File: src/rtl/fir_mac_engine_pkg.sv
// Shared types and helpers for the FIR multiply-accumulate engine and its lanes.
package fir_mac_engine_pkg;

   localparam int S_WIDTH_DEF = 24;
   localparam int S_DEPTH_DEF = 29;
   localparam int C_WIDTH_DEF = 18;

   typedef enum logic [2:0] {
      IDLE,
      SHIFT,
      SETTLE,
      MAC,
      ROUND,
      OUT
   } state_t;

   // Ceiling log2, never below 1 so it can size a counter directly.
   function automatic int fir_clog2(input int value);
      int bits;
      bits = 0;
      for (int v = value - 1; v > 0; v = v >> 1) begin
         bits++;
      end
      return (bits < 1) ? 1 : bits;
   endfunction

endpackage

File: src/rtl/fir_mac_engine_lane.sv
// One filter lane: tap/coefficient select, signed multiply, accumulate,
// then round-half-up and saturate back to sample width.
module fir_mac_lane
   import fir_mac_engine_pkg::*;
#(
   parameter int S_WIDTH = S_WIDTH_DEF,
   parameter int S_DEPTH = S_DEPTH_DEF,
   parameter int C_WIDTH = C_WIDTH_DEF,
   parameter int TW      = fir_clog2(S_DEPTH_DEF)
) (
   input  logic                       clk,
   input  logic                       reset,
   input  logic                       clear_acc,
   input  logic                       mac_en,
   input  logic                       round_en,
   input  logic [TW-1:0]              tap_sel,
   input  logic [S_WIDTH*S_DEPTH-1:0] window,
   input  logic [C_WIDTH*S_DEPTH-1:0] coeffs,
   output logic [S_WIDTH-1:0]         result
);

   localparam int PW = S_WIDTH + C_WIDTH;
   localparam int AW = PW + fir_clog2(S_DEPTH);
   localparam logic signed [AW-1:0] ROUND_BIAS = {{(AW-1){1'b0}}, 1'b1} << (C_WIDTH - 2);

   logic signed [S_WIDTH-1:0] taps  [S_DEPTH];
   logic signed [C_WIDTH-1:0] coefs [S_DEPTH];

   for (genvar k = 0; k < S_DEPTH; k++) begin : g_unpack
      assign taps[k]  = window[k*S_WIDTH +: S_WIDTH];
      assign coefs[k] = coeffs[k*C_WIDTH +: C_WIDTH];
   end

   logic signed [S_WIDTH-1:0] tap_cur;
   logic signed [C_WIDTH-1:0] coef_cur;
   logic signed [PW-1:0]      product;
   logic signed [AW-1:0]      acc_q, acc_d;
   logic signed [AW-1:0]      rounded;
   logic [S_WIDTH-1:0]        result_q, result_d;

   // Everything above the sample's sign bit must agree, otherwise clamp to full scale.
   always_comb begin
      tap_cur  = taps[tap_sel];
      coef_cur = coefs[tap_sel];
      product  = PW'(tap_cur) * PW'(coef_cur);
      acc_d    = acc_q;
      if (clear_acc) begin
         acc_d = '0;
      end else if (mac_en) begin
         acc_d = acc_q + AW'(product);
      end
      rounded  = (acc_q + ROUND_BIAS) >>> (C_WIDTH - 1);
      result_d = result_q;
      if (round_en) begin
         if ((&rounded[AW-1:S_WIDTH-1]) || (~|rounded[AW-1:S_WIDTH-1])) begin
            result_d = rounded[S_WIDTH-1:0];
         end else if (rounded[AW-1]) begin
            result_d = {1'b1, {(S_WIDTH-1){1'b0}}};
         end else begin
            result_d = {1'b0, {(S_WIDTH-1){1'b1}}};
         end
      end
   end

   always_ff @(posedge clk or posedge reset) begin
      if (reset) begin
         acc_q    <= '0;
         result_q <= '0;
      end else begin
         acc_q    <= acc_d;
         result_q <= result_d;
      end
   end

   assign result = result_q;

endmodule

File: src/rtl/fir_mac_engine.sv
// Complex-input FIR engine: sequences one tap per cycle through the I and Q
// lanes, requests the next sample with canShift and hands results out on valid/ready.
module fir_mac_engine
   import fir_mac_engine_pkg::*;
#(
   parameter int S_WIDTH = S_WIDTH_DEF,
   parameter int S_DEPTH = S_DEPTH_DEF,
   parameter int C_WIDTH = C_WIDTH_DEF
) (
   input  logic                       clk,
   input  logic                       reset,
   input  logic [S_WIDTH*S_DEPTH-1:0] shiftRegI,
   input  logic [S_WIDTH*S_DEPTH-1:0] shiftRegQ,
   input  logic                       empty,
   input  logic [C_WIDTH*S_DEPTH-1:0] coeffs,
   output logic                       canShift,
   output logic [S_WIDTH-1:0]         outI,
   output logic [S_WIDTH-1:0]         outQ,
   output logic                       outValid,
   input  logic                       outReady
);

   localparam int TW = fir_clog2(S_DEPTH);
   localparam logic [TW-1:0] LAST_TAP = TW'(S_DEPTH - 1);

   state_t        state_q, state_d;
   logic [TW-1:0] tap_q, tap_d;
   logic          can_shift_q, can_shift_d;
   logic          out_valid_q, out_valid_d;
   logic          clear_acc, mac_en, round_en;

   // SETTLE gives the fetch stage one cycle to present the shifted window before MAC reads it.
   always_comb begin
      state_d     = state_q;
      tap_d       = tap_q;
      can_shift_d = 1'b0;
      out_valid_d = out_valid_q;
      clear_acc   = 1'b0;
      mac_en      = 1'b0;
      round_en    = 1'b0;
      case (state_q)
         IDLE: begin
            if (!empty) begin
               state_d     = SHIFT;
               can_shift_d = 1'b1;
            end
         end
         SHIFT: state_d = SETTLE;
         SETTLE: begin
            clear_acc = 1'b1;
            tap_d     = '0;
            state_d   = MAC;
         end
         MAC: begin
            mac_en = 1'b1;
            if (tap_q == LAST_TAP) begin
               state_d = ROUND;
            end else begin
               tap_d = tap_q + TW'(1);
            end
         end
         ROUND: begin
            round_en    = 1'b1;
            out_valid_d = 1'b1;
            state_d     = OUT;
         end
         OUT: begin
            if (outReady) begin
               out_valid_d = 1'b0;
               state_d     = IDLE;
            end
         end
         default: state_d = IDLE;
      endcase
   end

   always_ff @(posedge clk or posedge reset) begin
      if (reset) begin
         state_q     <= IDLE;
         tap_q       <= '0;
         can_shift_q <= 1'b0;
         out_valid_q <= 1'b0;
      end else begin
         state_q     <= state_d;
         tap_q       <= tap_d;
         can_shift_q <= can_shift_d;
         out_valid_q <= out_valid_d;
      end
   end

   fir_mac_lane #(
      .S_WIDTH (S_WIDTH),
      .S_DEPTH (S_DEPTH),
      .C_WIDTH (C_WIDTH),
      .TW      (TW)
   ) u_lane_i (
      .clk       (clk),
      .reset     (reset),
      .clear_acc (clear_acc),
      .mac_en    (mac_en),
      .round_en  (round_en),
      .tap_sel   (tap_q),
      .window    (shiftRegI),
      .coeffs    (coeffs),
      .result    (outI)
   );

   fir_mac_lane #(
      .S_WIDTH (S_WIDTH),
      .S_DEPTH (S_DEPTH),
      .C_WIDTH (C_WIDTH),
      .TW      (TW)
   ) u_lane_q (
      .clk       (clk),
      .reset     (reset),
      .clear_acc (clear_acc),
      .mac_en    (mac_en),
      .round_en  (round_en),
      .tap_sel   (tap_q),
      .window    (shiftRegQ),
      .coeffs    (coeffs),
      .result    (outQ)
   );

   assign canShift = can_shift_q;
   assign outValid = out_valid_q;

endmodule

File: config.mk
export PLATFORM = sky130hd
export DESIGN_NAME = fir_mac_engine
export DESIGN_NICKNAME = d
export VERILOG_FILES = /design/src/rtl/fir_mac_engine_pkg.sv /design/src/rtl/fir_mac_engine_lane.sv /design/src/rtl/fir_mac_engine.sv
export SDC_FILE = /design/constraint.sdc
export NUM_CORES = 2
export LEC_CHECK = 0
export ABC_AREA = 1
export CAP_MARGIN = 15
export CORE_AREA = 2 2 776 778
export DETAILED_ROUTE_END_ITERATION = 8
export DIE_AREA = 0 0 778 780
export GPL_ROUTABILITY_DRIVEN = 0
export GPL_TIMING_DRIVEN = 0
export PLACE_DENSITY = 0.3
export SLEW_MARGIN = 30
export SYNTH_ARGS = -nofsm -noshare
export SYNTH_HDL_FRONTEND = slang
export SYNTH_HIERARCHICAL = 1
export SYNTH_SLANG_ARGS = --single-unit
File: constraint.sdc
create_clock -name clk -period 9.8 [get_ports clk]
set_input_delay 1.96 -clock clk [delete_from_list [all_inputs] [get_ports clk]]
set_output_delay 1.96 -clock clk [all_outputs]
set_load 0.02 [all_outputs]
==> out/results.ini <==
[min_path]
min_from = u_lane_q/result[12]$_DFFE_PP0P_
hold_class = flip-flop to flip-flop
min_path_cells = 2

[sta]
timing.final.ws_setup_ps = -108
hold_violations = 0
rsz0062_at_grt = false
worstMarginPinSlew_ps = 1140
layout_min_cycle_time_ps = 9910
maxSlewHeadroom_pct = 23.7
finClkSkew_ps = 29.5
fmax_mhz = 101
final.period_utilization_pct = 101
slew_viol_final = 0
setup_violations = 17

[yosys]
yosysWarnings = 6
synth_cell_types = 58
avgSynthCellArea_sq_um = 6.66
syn_nets = 13200
syn_area_sq_um = 66600
syn_inst = 10000
async_flop_share_pct = 100
synth_edf_count = 0
yosysSeqAreaShare_pct = 5.71
ys.flop_type = dfrtp_1
ys_ff_latch = 152

[drt]
totalWireLength_microns = 998000
drtIter0Drc = 13800
vias = 95800
wl_per_cell_microns = 48.3
vias_per_cell = 4.64
drtPass1Iterations = 7
final_antenna_net_count = 3
drc = 0

[global_route]
grt_overflow = 0
antenna_found_initial = 792
grt_usage_pct = 31.5
grt_pass1_wl_microns = 1190000
grt_pass1_vias = 89200
grt_max_degree = 52

[setup_path]
path_common_cell = fa_1
rr_startpoint = tap_q[2]$_DFFE_PP0P_
arrival_ps = 10340
slowest_delay_ps = 760
cp-start-kind = flip-flop
timing_worst_setup_path_type = flip-flop to flip-flop
rr_worst_depth = 28
required_ps = 10230
cp_slowest_cell = clkbuf_4
path_buf_inv = 6
endpoint_kind = flip-flop
path_depth = 28
crit_start = tap_q[2]$_DFFE_PP0P_
critPathMaxFanout = 10
cp_top_family = adder cells

[layout]
n_fill_cell = 69100
layout_commonest_cell = clkdlybuf4s50_1
area_growth_pct = 55.6
drive_gt1_share_pct = 9.27
fin_util_pct = 17.3
mostFrequentLayoutCells = 1951 x clkdlybuf4s50_1, 1942 x nor2_1, 1565 x nand2_1
fin_nets = 15300

[clock_network]
root_buffer = clkbuf_16
cts-htree-levels = 4
clk_pin_slew_ps = 80
cts_tree = yes
clock-sinks = 152
hold_buffers = 0
cts_buffers = 25
insertion_delay_ps = 590
clk_path_buf_depth = 3

[outcome]
status = finished with violations
violations = antenna rules, setup timing

[placement]
io_buffers = 1967
dpl.hpwl_microns = 847000

[die]
fp-row-count = 285
die_h_microns = 780
fp.coreArea_sq_um = 599000
initial_utilization_pct = 11.1
die_w_microns = 778
dieArea_sq_um = 607000
io_pins = 1968

[job]
max-cap-violations = 0

==> per-stage QoR <==
stage	instance area, sq um	std cells	setup slack [ps]	hold WS (ps)	TNS [ps]
after detailed placement	100000	20100	-1740	469	-67280
after global placement	96300	20000	-3340	470	-194850
after CTS	102000	20200	5.62	492	0
after global routing	103000	20400	2.84	512	0
after floorplan	66600	10000	1530	475	0
final	104000	20700	-108	487	-724
==> cell families (layout without fill, tap and decap cells) <==
| family | count (synthesis) | count (layout) | synth area share (%) |
|---|---|---|---|
| DFF | 152 | 152 | 5.71 |
| other | 0 | 451 | 0 |
| adders and majority gates | 1254 | 1254 | 34.6 |
| and+or+nand+nor | 4037 | 4037 | 24.0 |
| AOI/OAI and AO/OA | 2365 | 2365 | 21.2 |
| buffers and inverters | 2124 | 4297 | 13.6 |
| muxes | 9 | 9 | 0.135 |
| xor gates and xnor gates | 59 | 59 | 0.776 |
==> metal layers <==
metal  GRT usage [%]  wire (microns)
met5          0.0869            3060
met4            20.5           71500
met3            14.3          125000
met2            44.4          404000
met1            38.4          394000
==> timing repair <==
action	in CTS	in global routing
buffers inserted	12	30
resized for setup	257	170
endpoints found under the setup margin	71	61
gates cloned	0	0
pin swaps	6	21
==> Yosys cell counts, types with 6 or more instances <==
master	number	area, sq um
a21boi_0	6	45.0
a21oi_1	248	1240
a221oi_1	10	87.6
a22o_1	7	61.3
and2_1	6	37.5
buf_1	28	105
buf_2	290	1450
buf_4	85	638
buf_6	51	574
clkbuf_1	182	683
clkbuf_2	7	35.0
dfrtp_1	152	3800
fa_1	980	19600
ha_1	274	3430
inv_1	1407	5280
inv_2	66	248
mux2i_1	9	90.1
nand2_1	1570	5890
nand2_2	26	163
nand3_1	406	2030
nand4_1	13	81.3
nor2_1	1951	7320
nor2_2	7	43.8
nor3_1	31	155
o211ai_1	113	848
o21ai_0	1280	6410
o21ai_1	85	425
o21ai_2	33	289
o21ai_4	13	211
o21bai_1	17	128
o221ai_1	301	2640
o22ai_1	209	1310
o31ai_1	10	75.1
or2_2	8	50.1
xnor2_1	12	105
xor2_1	47	412
==> layout make-up <==
type | count | area, sq um | share of cell area (%)
diodes | 451 | 1130 | 1.09
plain buffers | 641 | 4490 | 4.34
clock buffers | 29 | 671 | 0.648
clock inverters | 4 | 27.5 | 0.0266
inverters | 1481 | 5640 | 5.44
multi-input cells | 7724 | 54300 | 52.5
flip-flops and latches | 152 | 3810 | 3.68
well taps | 8036 | 10100 | 9.71
repair buffers | 2142 | 23400 | 22.6
==> final timing paths <==
kind / to / slack (ps)
max in group asynchronous: u_lane_q/acc_q[0]$_DFFE_PP0P_ / 6820
hold / removal: u_lane_q/result[12]$_DFFE_PP0P_ / 490
setup / recovery: u_lane_q/acc_q[42]$_DFFE_PP0P_ / -110
setup reg to reg: u_lane_q/acc_q[42]$_DFFE_PP0P_ / -110
min in group asynchronous: u_lane_q/result[8]$_DFFE_PP0P_ / 2280
hold reg to reg: u_lane_q/result[12]$_DFFE_PP0P_ / 490
==> tightest hold or removal path, cell delays in order (launching register included) <==
cell     delay, ps
dfrtp_1        340
nand2_1         50
nand2_1         60
==> sequential cells by signal, summed over array words and instances (netlist names) <==
name / cells
canShift: 1
outValid: 1
state_q: 3
tap_q: 5
u_lane_i/acc_q: 47
u_lane_i/result: 24
u_lane_q/acc_q: 47
u_lane_q/result: 24
Power is left out: the tool's default activity adds up to more than one toggle a clock period on the data nets, which glitch-free logic cannot reach.
